==> src/rtl/apb_slave_regfile.sv <==
// APB4 completer register bank: ID register at index 0, byte-strobe writable
// registers above it, programmable wait states and error responses.
module apb_slave_regfile #(
    parameter logic [31:0] BASE_ADDR   = 32'h0000_0000,
    parameter int          NUM_REGS    = 16,
    parameter int          WAIT_STATES = 0,
    parameter logic [31:0] ID_VALUE    = 32'hA9B0_0001
) (
    input  logic        PCLK,
    input  logic        PRESETn,
    input  logic        PSEL,
    input  logic        PENABLE,
    input  logic        PWRITE,
    input  logic [31:0] PADDR,
    input  logic [31:0] PWDATA,
    input  logic [3:0]  PSTRB,
    input  logic [2:0]  PROT,
    output logic [31:0] PRDATA,
    output logic        PREADY,
    output logic        PSLVERR
);

    localparam int          IW   = $clog2(NUM_REGS);
    localparam logic [31:0] SPAN = 32'(NUM_REGS * 4);

    typedef enum logic {IDLE, ACCESS} state_t;

    state_t        state;
    logic [3:0]    cnt;
    logic          wr_q;
    logic          err_q;
    logic [IW-1:0] idx_q;
    logic [31:0]   wdata_q;
    logic [3:0]    strb_q;
    logic [31:0]   regs [NUM_REGS];

    logic [31:0]   off;
    logic [IW-1:0] idx;
    logic          setup_err;
    logic          done;
    logic [31:0]   rdval;
    logic          unused_prot;

    assign off         = PADDR - BASE_ADDR;
    assign idx         = off[IW+1:2];
    assign unused_prot = ^PROT[2:1];

    // Error is decided once at setup from the live bus, then held
    always_comb begin
        setup_err = 1'b0;
        if (off[1:0] != 2'b00)
            setup_err = 1'b1;
        if ((PADDR < BASE_ADDR) || (off >= SPAN))
            setup_err = 1'b1;
        if (PWRITE && ((idx == '0) || !PROT[0]))
            setup_err = 1'b1;
    end

    assign done  = (state == ACCESS) && PSEL && (cnt == 4'd0);
    assign rdval = (idx_q == '0) ? ID_VALUE : regs[idx_q];

    assign PREADY  = done;
    assign PSLVERR = done && err_q;
    assign PRDATA  = (done && !wr_q && !err_q) ? rdval : 32'h0;

    always_ff @(posedge PCLK or negedge PRESETn) begin
        if (!PRESETn) begin
            state   <= IDLE;
            cnt     <= 4'd0;
            wr_q    <= 1'b0;
            err_q   <= 1'b0;
            idx_q   <= '0;
            wdata_q <= 32'h0;
            strb_q  <= 4'h0;
            for (int i = 0; i < NUM_REGS; i++)
                regs[i] <= 32'h0;
        end else begin
            case (state)
                IDLE: begin
                    if (PSEL && !PENABLE) begin
                        wr_q    <= PWRITE;
                        err_q   <= setup_err;
                        idx_q   <= idx;
                        wdata_q <= PWDATA;
                        strb_q  <= PSTRB;
                        cnt     <= 4'(WAIT_STATES);
                        state   <= ACCESS;
                    end
                end
                ACCESS: begin
                    if (!PSEL) begin
                        state <= IDLE;
                    end else if (cnt != 4'd0) begin
                        cnt <= cnt - 4'd1;
                    end else begin
                        state <= IDLE;
                        if (wr_q && !err_q) begin
                            for (int b = 0; b < 4; b++)
                                if (strb_q[b])
                                    regs[idx_q][8*b +: 8] <= wdata_q[8*b +: 8];
                        end
                    end
                end
            endcase
        end
    end

endmodule

==> config.mk <==
export PLATFORM = sky130hd
export DESIGN_NAME = apb_slave_regfile
export DESIGN_NICKNAME = d
export VERILOG_FILES = /design/src/rtl/apb_slave_regfile.sv
export SDC_FILE = /design/constraint.sdc
export NUM_CORES = 1
export LEC_CHECK = 0
export ABC_AREA = 1
export CORE_MARGIN = 1
export CORE_UTILIZATION = 41
export CTS_BUF_LIST = sky130_fd_sc_hd__clkbuf_8
export DETAILED_ROUTE_END_ITERATION = 6
export SLEW_MARGIN = 20
export SYNTH_ARGS = -nofsm -noshare
export SYNTH_HDL_FRONTEND = slang
export SYNTH_SLANG_ARGS = --single-unit
==> constraint.sdc <==
create_clock -name PCLK -period 2.3 [get_ports PCLK]
set_clock_uncertainty 0.15 [all_clocks]
set_input_delay 0.345 -clock PCLK [delete_from_list [all_inputs] [get_ports PCLK]]
set_output_delay 0.345 -clock PCLK [all_outputs]
set_load 0.01 [all_outputs]
==> metrics.csv <==
metric,value,unit
clkPwrFrac,34.3,%
cts_sinks,553,
power_density,787,nW/um2
fmax,326,MHz
p_sw_share,34.6,%
required,1800,ps
avgViaCountPerCell,5.34,
ys_ff_latch,553,
cts_tree,yes,
arrival,2570,ps
yosys_warnings,0,
seq_power_share,37.1,%
setup_violations,222,
start_util,41.5,%
fin_crit,3070,ps
hold_viol_final,0,
internal_power,18100,uW
maxCapViolCount,0,
cp-start-kind,register,
path_max_fanout,7,
fill_cells,6101,
drive_gt1_share,25.9,%
maxSlewViolCount,0,
min_path_type,primary input to register,
worst-setup-path-type,register to primary output,
wl,89500,um
cts_max_level,3,
grt_overflow,0,
worst_pin_slew,887,ps
grt_setup_unrepaired,yes,
cts_root_buffer,clkbuf_8,
ys_types,31,
num_rows,94,
multiInputGateArea,13500,um2
die-area,67600,um2
area_growth,29.1,%
clockBufferDepth,3,
ant_nets,0,
r2r_setup_slack,-220,ps
p_comb_share,28.6,%
wl_per_cell,19.7,um
dr_total_vias,24300,
netlist_area,27300,um2
yosysSeqAreaShare,50.7,%
ios,110,
register_area,13800,um2
core-area,65900,um2
antenna_found_initial,1,
reg2reg_to,regs[67]$_DFFE_PN0P_,
track_usage,24.0,%
grt_max_degree,78,
postSynthCellCount,3346,
synth.avg_cell_area,8.16,um2
die_w,260,um
place_congestion,0.814,
synth_nets,3423,
power.switching,9600,uW
grt_pass1_vias,22100,
hold_path_end,wdata_q[4]$_DFFE_PN0P_,
leakagePower,0.0161,uW
detail_route.first_pass.iterations,7,
numCtsBuffers,98,
path_clk_slew,60,ps
nets,3692,
status,"finished, violations left",
drt_iter0_drc,2297,
finalCritPeriodShare,133,%
setup_tns,-39800,ps
dieHeight,260,um
vdd_drop_max,0.000438,V
io_buffer_count,107,
fin_util,53.5,%
drc,0,
fin_ws,-766,ps
violations,negative setup slack,
max_slew_margin,40.9,%
holdPathStages,3,
worstHoldStart,PWDATA[4],
cp-end-kind,primary output,
grt_pass1_wl,127000,um
dp_hpwl,49600,um
worstSkewPairLatency,710,ps
rr_startpoint,idx_q[0]$_DFFE_PN0P_,
worst-r2r-cell-count,13,
## synthesized netlist by cell type
cell type | instances | area (um2)
ha_1 | 1 | 12.5
nor2_8 | 1 | 20.0
nand3b_1 | 1 | 7.51
buf_2 | 30 | 150
buf_6 | 57 | 642
a21oi_1 | 52 | 260
inv_1 | 41 | 154
nor2_2 | 3 | 18.8
nor2_4 | 10 | 113
clkbuf_1 | 103 | 387
mux2_2 | 13 | 146
nor2_1 | 101 | 379
nand2_1 | 1466 | 5500
nand3_2 | 5 | 50.1
nand2_2 | 8 | 50.1
nor3_1 | 4 | 20.0
dfrtp_1 | 553 | 13800
o22ai_1 | 1 | 6.26
o21ai_0 | 46 | 230
o21ai_2 | 45 | 394
o21ai_1 | 445 | 2230
or2_2 | 4 | 25.0
inv_4 | 1 | 6.26
nand2_4 | 3 | 33.8
buf_4 | 29 | 218
nand3_4 | 60 | 1050
nand3_1 | 225 | 1130
buf_12 | 6 | 120
a31oi_1 | 1 | 6.26
buf_1 | 16 | 60.1
inv_2 | 15 | 56.3
## cells by family after synthesis
family	count (synthesis)	synth area share, %
and+or+nand+nor	1891	30.7
AOI/OAI and AO/OA	590	11.4
DFF	553	50.7
buffers and inverters	298	6.57
muxes	13	0.536
adders and majority gates	1	0.0458
## flip-flops by register name (all words and copies together) (netlist names)
signal and cells:
strb_q 4, wr_q 1, idx_q 4, cnt 4, wdata_q 32, regs 506
err_q 1, state 1
## area by class of cell
| cell class | count | area share, % |
|---|---|---|
| Timing Repair inverter | 1 | 0.0461 |
| Inverter | 57 | 0.923 |
| Tap cell | 864 | 3.07 |
| Clock inverter | 49 | 1.06 |
| Timing Repair Buffer | 373 | 12.7 |
| Clock buffer | 120 | 4.69 |
| Sequential cell | 553 | 39.3 |
| Antenna cell | 3 | 0.0213 |
| Multi-Input combinational cell | 2531 | 38.2 |
## critical path, cell delays in order, from the launching register on
cell       delay, ps
dfrtp_4          480
buf_12           140
clkinv_16         70
buf_12           150
buf_12           130
buf_6            110
nand2_4           50
a21oi_2           50
o21ai_1          170
buf_4            150
nand2_2           50
nor2_2           110
nor2_1            50
buf_2            130
## cell usage in the layout (no fill, tap or decap), types with 8 or more instances in the layout
master,instances
o21ai_2,107
inv_1,68
nor2_2,24
nand3_1,184
o21ai_0,14
buf_6,34
nand2_1,1306
nor2_4,25
dfrtp_1,550
buf_2,32
o21ai_1,415
nand3_2,46
buf_4,118
nand2_4,18
buf_8,12
nand2_2,151
nor2_1,65
buf_12,91
clkdlybuf4s50_1,72
mux2_2,13
clkbuf_8,120
clkinv_8,8
nand3_4,96
a21oi_1,47
## power by group through the flow
stage / clock (uW) / sequential (uW) / combinational (uW)
finish: 9520 / 10300 / 7930
global route: 10100 / 10300 / 8260
CTS: 9650 / 10300 / 7100
detailed placement: 0 / 10400 / 5890
global placement: 0 / 10400 / 5890
floorplan: 0 / 10200 / 2910
## repair_timing
item,CTS,global route
hold buffers,3,0
endpoints found under the setup margin,64,418
hold endpoints to repair,553,0
buffers inserted,42,32
gates resized for setup,297,383
cloned,13,40
pin swaps,61,175
## worst max path at each step
stage,from,end,slack (ps)
2_1_floorplan,cnt[0]$_DFFE_PN0P_,PRDATA[10],140
3_3_place_gp,PSEL,PRDATA[9],-580
3_5_place_dp,PSEL,PRDATA[13],-570
4_1_cts,idx_q[0]$_DFFE_PN0P_,PRDATA[21],-820
5_1_grt,idx_q[0]$_DFFE_PN0P_,PRDATA[30],-880
6_report,idx_q[0]$_DFFE_PN0P_,PRDATA[26],-770
## per-layer routing
metal | global-route usage, % | wire, um | vias to the layer above
li1 | - | - | 11500
met1 | 33.5 | 39500 | 11900
met2 | 38.6 | 42500 | 757
met3 | 3.67 | 5260 | 160
met4 | 7.08 | 2320 | 0
met5 | 0 | 0 | -
## through the flow
| step | worst slack, ps | std cells | power, uW | hold WS (ps) | area [um2] |
|---|---|---|---|---|---|
| 2_1_floorplan | 140 | 3346 | 13100 | -101 | 27300 |
| 3_3_place_gp | -575 | 4268 | 16300 | 138 | 30200 |
| 3_5_place_dp | -571 | 4268 | 16300 | 135 | 30200 |
| 4_1_cts | -820 | 4493 | 27000 | 22.6 | 33300 |
| 5_1_grt | -876 | 4550 | 28700 | 46.9 | 35200 |
| 6_report | -766 | 4551 | 27700 | 58.3 | 35200 |
Note: power is estimated with default switching activity, not from simulation.
